[src/rtl/reg_file_sb.sv]
// rtl/reg_file_sb.sv - three-read/two-write register file with pending-write scoreboard
//
// Purpose:
//   NUM_REGS x DATA_W register file for decode/writeback. Write port 0 carries
//   ALU results and write port 1 carries load/late results; on a same-address
//   collision port 1 wins. Three combinational read ports. A per-register busy
//   bit is set on issue and cleared on writeback; stall flags a used source
//   whose producer has not yet written back.
//   Indices NUM_REGS..2^ADDR_W-1 are unimplemented: they read 0, ignore writes
//   and issues, and never stall.
//
// Optional feature macro: RF_BYPASS_EN
//   When defined, each read port forwards same-cycle write data (port 1 over
//   port 0), and a forwarded source does not stall.
//
// Ports:
//   clk, rst_n                  clock, asynchronous active-low reset
//   wr0_en/wr0_addr/wr0_data    write port 0 (ALU writeback)
//   wr1_en/wr1_addr/wr1_data    write port 1 (load writeback)
//   rd_addrN/rd_useN/rd_dataN   read ports N = 1..3 (use = source consumed)
//   issue_en/issue_dest         destination of the issuing instruction
//   busy_vec                    per-register pending-write flags
//   stall                       a used source is pending
module reg_file_sb #(
    parameter int DATA_W   = 32,
    parameter int ADDR_W   = 4,
    parameter int NUM_REGS = 15
) (
    input  logic                   clk,
    input  logic                   rst_n,
    input  logic                   wr0_en,
    input  logic [ADDR_W-1:0]      wr0_addr,
    input  logic [DATA_W-1:0]      wr0_data,
    input  logic                   wr1_en,
    input  logic [ADDR_W-1:0]      wr1_addr,
    input  logic [DATA_W-1:0]      wr1_data,
    input  logic [ADDR_W-1:0]      rd_addr1,
    input  logic [ADDR_W-1:0]      rd_addr2,
    input  logic [ADDR_W-1:0]      rd_addr3,
    input  logic                   rd_use1,
    input  logic                   rd_use2,
    input  logic                   rd_use3,
    output logic [DATA_W-1:0]      rd_data1,
    output logic [DATA_W-1:0]      rd_data2,
    output logic [DATA_W-1:0]      rd_data3,
    input  logic                   issue_en,
    input  logic [ADDR_W-1:0]      issue_dest,
    output logic [(1<<ADDR_W)-1:0] busy_vec,
    output logic                   stall
);

    localparam int DEPTH = 1 << ADDR_W;

    // Full-depth view of the storage; unimplemented entries are tied to zero
    // so reads can index it with any address.
    logic [DATA_W-1:0] w_rf [DEPTH];
    logic [DEPTH-1:0]  w_busy;

    genvar g;
    generate
        for (g = 0; g < DEPTH; g++) begin : g_reg
            if (g < NUM_REGS) begin : g_impl
                logic [DATA_W-1:0] r_data;
                logic              r_busy;
                logic              w_hit0;
                logic              w_hit1;
                logic              w_set;

                assign w_hit0 = wr0_en && (wr0_addr == ADDR_W'(g));
                assign w_hit1 = wr1_en && (wr1_addr == ADDR_W'(g));
                assign w_set  = issue_en && (issue_dest == ADDR_W'(g));

                always_ff @(posedge clk or negedge rst_n) begin
                    if (!rst_n) begin
                        r_data <= '0;
                    end else if (w_hit1) begin
                        r_data <= wr1_data;
                    end else if (w_hit0) begin
                        r_data <= wr0_data;
                    end
                end

                // A new producer issuing in the same cycle as the old one
                // writes back keeps the register pending.
                always_ff @(posedge clk or negedge rst_n) begin
                    if (!rst_n) begin
                        r_busy <= 1'b0;
                    end else if (w_set) begin
                        r_busy <= 1'b1;
                    end else if (w_hit0 || w_hit1) begin
                        r_busy <= 1'b0;
                    end
                end

                assign w_rf[g]   = r_data;
                assign w_busy[g] = r_busy;
            end else begin : g_unimpl
                assign w_rf[g]   = '0;
                assign w_busy[g] = 1'b0;
            end
        end
    endgenerate

    logic [ADDR_W-1:0] w_rd_addr [3];
    logic [2:0]        w_rd_use;
    logic [DATA_W-1:0] w_rd_data [3];
    logic [2:0]        w_stall;

    assign w_rd_addr[0] = rd_addr1;
    assign w_rd_addr[1] = rd_addr2;
    assign w_rd_addr[2] = rd_addr3;
    assign w_rd_use     = {rd_use3, rd_use2, rd_use1};

    generate
        for (g = 0; g < 3; g++) begin : g_rd
`ifdef RF_BYPASS_EN
            logic w_impl;
            logic w_byp0;
            logic w_byp1;

            // Widen by one bit so NUM_REGS == 2^ADDR_W compares correctly.
            assign w_impl = ({1'b0, w_rd_addr[g]} < (ADDR_W+1)'(NUM_REGS));
            assign w_byp0 = w_impl && wr0_en && (wr0_addr == w_rd_addr[g]);
            assign w_byp1 = w_impl && wr1_en && (wr1_addr == w_rd_addr[g]);

            assign w_rd_data[g] = w_byp1 ? wr1_data :
                                  w_byp0 ? wr0_data : w_rf[w_rd_addr[g]];
            assign w_stall[g]   = w_rd_use[g] && w_busy[w_rd_addr[g]]
                                  && !(w_byp0 || w_byp1);
`else
            assign w_rd_data[g] = w_rf[w_rd_addr[g]];
            assign w_stall[g]   = w_rd_use[g] && w_busy[w_rd_addr[g]];
`endif
        end
    endgenerate

    // Gate with rst_n so combinational forwarding cannot leak during reset.
    assign rd_data1 = rst_n ? w_rd_data[0] : '0;
    assign rd_data2 = rst_n ? w_rd_data[1] : '0;
    assign rd_data3 = rst_n ? w_rd_data[2] : '0;
    assign busy_vec = w_busy;
    assign stall    = rst_n && (|w_stall);

endmodule

[config.mk]
export PLATFORM = sky130hd
export DESIGN_NAME = reg_file_sb
export DESIGN_NICKNAME = d
export VERILOG_FILES = /design/src/rtl/reg_file_sb.sv
export SDC_FILE = /design/constraint.sdc
export NUM_CORES = 2
export LEC_CHECK = 0
export ABC_AREA = 1
export CAP_MARGIN = 20
export CELL_PAD_IN_SITES_DETAIL_PLACEMENT = 1
export CELL_PAD_IN_SITES_GLOBAL_PLACEMENT = 2
export CORE_AREA = 2 2 312 314
export DETAILED_ROUTE_END_ITERATION = 12
export DIE_AREA = 0 0 314 316
export PLACE_DENSITY = 0.85
export SYNTH_ARGS = -nofsm -noshare
export SYNTH_HDL_FRONTEND = slang
export SYNTH_SLANG_ARGS = --single-unit
[constraint.sdc]
create_clock -name clk -period 7.35 [get_ports clk]
set_clock_uncertainty 0.1 [all_clocks]
set_input_delay 2.205 -clock clk [delete_from_list [all_inputs] [get_ports clk]]
set_output_delay 2.205 -clock clk [all_outputs]
set_load 0.005 [all_outputs]
# ---- Yosys cells after proc, flatten, opt, wreduce, memory -nomap -nowiden
# Index checks and enable logic that the tools add are counted.
dict set report word_totals {
  register_bits 495
  in_bits 96
  word_cells 257
}
dict set report classes {
  order_cmp 6
  eq_ne 42
  n_mux 78
  bitwise 3
  reduce_logical 98
}
# op count
set ops {}
lappend ops {{$mux W32} 39}
lappend ops {{$bmux W32 S4} 3}
lappend ops {{$eq A4 B4 Y1 const B} 21}
lappend ops {{$reduce_bool A2 Y1} 30}
lappend ops {{$logic_and A1 B1 Y1} 49}
lappend ops {{$eq A4 B3 Y1 const B} 12}
lappend ops {{$mux W1} 33}
lappend ops {{$eq A4 B2 Y1 const B} 6}
lappend ops {{$ge A5 B5 Y1 const B} 3}
lappend ops {{$logic_or A1 B1 Y1} 15}
lappend ops {{$lt A4 B5 Y1 const B} 3}
lappend ops {{$not A4 Y5} 3}
lappend ops {{$bmux W1 S4} 3}
lappend ops {{$eq A4 B1 Y1 const B} 3}
lappend ops {{$logic_not A4 Y1} 3}
lappend ops {{$reduce_or A3 Y1} 1}

# ---- Longest topological paths before layout
dict set report logic_depth {
  depth_word 5
  ltp_mapped 13
  depth_no_buf 11
}

# ---- Worst setup path after synthesis
# Ideal clock, no wire load.
dict set report synth_path {
  path_kind {input -> output}
  from {in rd_addr2[0]}
  to {out rd_data2[29]}
  arrival_time_ns 3.328
  required_time_ns 5.045
  path_slack_ns 1.717
  cell_stages 9
  cell_sequence {buf_4 > buf_6 > nor2_8 > inv_2 > buf_6 > buf_2 > o22ai_1 > o21ai_1 > a21oi_1}
}
dict set report synth_between {
  elab_chain_len 5
}
# item line_no
set synth_lines {}
lappend synth_lines {{from (decl)} 38} ;# input logic [ADDR_W-1:0] rd_addr2,
lappend synth_lines {{$not A4 Y5 (not written as such)} 131} ;# assign w_rd_data[g] = w_rf[w_rd_addr[g]];
lappend synth_lines {{$bmux W32 S4} 131}
lappend synth_lines {{$mux W32 (not written as such) (2 in a row)} 131}
lappend synth_lines {{$mux W32} 139} ;# assign rd_data2 = rst_n ? w_rd_data[1] : '0;
lappend synth_lines {{to (decl)} 44} ;# output logic [DATA_W-1:0] rd_data2,
# No other way between the ends. The select of a mux whose other input is x is not followed.

# ---- Worst setup path after layout
dict set report layout_path {
  from {in rd_addr2[0]}
  to {out rd_data2[9]}
}
# The elaborated chain is that of the path after synthesis.

==> out/metrics.yaml <==
outcome: "complete, no violations"
cts_tree: "built"
cts.sinks: 495
dp_cells: 6435
htreeDepth: 3
cts-root-buf: "clkbuf_16"
ys_seq_area_frac: 0.352
fp.dieW_um: 314
ir_drop_mv: 0.142
numCtsBuffers: 67
fin_crit_ns: 7.30
holdBufCountCts: 0
ff_latch_area_um2: 12400
gp_congestion: 0.934
antenna_found_initial: 24
setup_tns_ns: 0
clock_path_buffers: 3
layout.nets: 5325
max_freq_ghz: 0.137
worstPathArrival_ns: 5.00
synth_nets: 5405
nFillCells: 12300
leakagePower_nw: 17.5
die_y_um: 316
post_drt_wl_per_cell_um: 33.1
setup.worst_path.class: "in2out"
portBuffers: 207
cp_max_fo: 35
first_global_vias: 43600
hold_path_class: "reg2reg"
post-cts-setup-buffers: 0
detail-route-antenna-nets: 0
clk_latency_ns: 0.65
vias: 44700
drc_errors: 0
syn_area_um2: 35200
crit_required_ns: 5.05
clk_pin_slew_ns: 0.06
grt_overflow_total: 0
final.period_utilization: 0.994
fp-row-count: 114
rsz0062_at_grt: "no"
fin_cells: 6567
maxCapViolCount: 0
grt_max_degree: 110
setup_viol: 0
dr.pass1.iters: 6
synth_top_area_frac: 0.352
power_density_nw_per_um2: 253
start_util: 0.367
viasPerCell: 6.81
cts_resized: 0
crit_path_end_kind: "output port"
finalHoldViolations: 0
ys_types: 32
maxSlewViolCount: 0
worst_setup_path_start_kind: "input port"
syn2layout_area_growth_pct: 16.2
coreArea_um2: 96000
syn_avg_cell_area_um2: 6.64
ys_ff_latch: 495
drt-initial-drc-count: 6149
grt_use_total: 0.429
yosys-top-cells-area: "dfrtp_1, o21ai_0, nand2_1"
worstMarginPinSlew_ns: 1.22
synth_warnings: 0
ios: 209
wirelength_mm: 217
grt_pass1_wl_mm: 311
final_layout_size_suffix_gt1_frac: 0.0712
synthCells: 5309
slew_headroom: 0.186
hpwl_mm: 129
die_area_um2: 99200
multi_input_area_um2: 19200
reg2regPathDepth: 2
min_path_cells: 2
synth_top_area_cell: "dfrtp_1"
==> cells by family (layout without fill, tap and decap cells) <==
logic type / after synthesis / in the layout / synth area share
AOI/OAI and AO/OA: 2579 / 2579 / 0.394
buffers and inverters: 923 / 893 / 0.106
DFF: 495 / 495 / 0.352
other: 1 / 13 / 0.000106
and+or+nand+nor: 1311 / 1311 / 0.148
==> power by group <==
group | switching [mW] | leakage (nW) | internal, mW | total [mW]
registers | 0.638 | 5.96 | 3.39 | 4.03
logic | 1.89 | 10.5 | 1.00 | 2.89
clock network | 1.46 | 1.09 | 1.97 | 3.43
total | 3.99 | 17.5 | 6.37 | 10.4
==> path summary, 6_finish.rpt <==
path | startpoint | to | slack (ns)
worst min register to register | g_reg[12].g_impl.r_data[31]$_DFFE_PN0P_ | g_reg[12].g_impl.r_data[31]$_DFFE_PN0P_ | 0.42
max in group asynchronous | rst_n | g_reg[4].g_impl.r_data[11]$_DFFE_PN0P_ | 4.52
min in group asynchronous | rst_n | g_reg[12].g_impl.r_data[8]$_DFFE_PN0P_ | 1.32
worst max-delay path | rd_addr2[0] | rd_data2[9] | 0.05
worst min-delay path | g_reg[12].g_impl.r_data[31]$_DFFE_PN0P_ | g_reg[12].g_impl.r_data[31]$_DFFE_PN0P_ | 0.42
worst max register to register | g_reg[13].g_impl.r_busy$_DFFE_PN0P_ | g_reg[13].g_impl.r_busy$_DFFE_PN0P_ | 6.25
==> per-stage QoR <==
stage	util	area, um2	hold slack [ns]	power [mW]	setup WS [ns]
floorplan	-	35200	0.377	5.49	1.72
global placement	0.403	38700	0.403	6.72	0.231
detailed placement	0.403	38700	0.406	6.82	0.199
CTS	0.426	40900	0.422	10.2	0.175
global route	0.426	40900	0.454	10.8	0.0989
finish	0.427	40900	0.422	10.4	0.0471
==> worst max-delay path, cell delays in order <==
cell and delay (ns):
clkbuf_8 0.31, nor2_8 0.09, inv_4 0.54, buf_4 0.29, o211ai_1 0.11, nand3_1 0.11
nand2_1 0.07, a21oi_1 0.57, clkdlybuf4s50_1 0.63
==> registers in the layout, indices dropped and copies added (netlist names) <==
signal and cells:
g.g_impl.r_data 480, g.g_impl.r_busy 15
==> cells in the mapped netlist <==
master	number
nor3_1	1
o21ai_1	36
nand2_1	805
o311ai_1	5
nand3_2	1
conb_1	1
clkbuf_1	374
buf_2	115
buf_1	27
nand2_4	1
o2111ai_1	53
inv_4	1
clkinv_1	9
nor2_1	325
dfrtp_1	495
buf_6	3
inv_1	350
o221ai_1	91
nor2_8	1
a21oi_1	531
nor2_2	5
inv_2	13
o21ai_0	1629
nand3_1	169
o311ai_0	1
clkbuf_2	2
or2_4	1
o22ai_1	129
nor2_4	2
o211ai_1	101
buf_4	29
a22o_1	3
==> layout by cell type, fill, tap and decap left out, types with 3 or more instances in the layout <==
cell type / instances
o21ai_0: 1629
nand2_1: 792
a21oi_1: 529
dfrtp_1: 495
inv_1: 340
nor2_1: 320
clkdlybuf4s50_1: 194
nand3_1: 167
buf_4: 153
o22ai_1: 129
o211ai_1: 101
o221ai_1: 91
clkbuf_16: 68
o2111ai_1: 53
buf_12: 45
o21ai_1: 36
inv_2: 23
clkbuf_8: 19
clkinv_2: 15
clkbuf_1: 15
diode_2: 12
nand2_2: 12
inv_6: 8
nor2_4: 7
nor2_2: 5
o311ai_1: 5
nand3_2: 3
a22o_1: 3
bufinv_16: 3
buf_2: 3
==> per-layer routing <==
layer / vias to the layer above / part of all wire / GRT usage
met5: - / 0.00088 / 0
met1: 22200 / 0.38 / 0.546
li1: 18300 / - / -
met3: 899 / 0.14 / 0.142
met4: 22 / 0.075 / 0.280
met2: 3319 / 0.41 / 0.620
==> layout make-up <==
type,count,area share
Inverter,373,0.0348
Tap cell,1276,0.0390
Multi-Input combinational cell,3891,0.469
Clock buffer,99,0.0483
Clock inverter,20,0.00501
Timing Repair Buffer,401,0.101
Antenna cell,12,0.000733
Sequential cell,495,0.303
(Power assumes the default switching activity.)
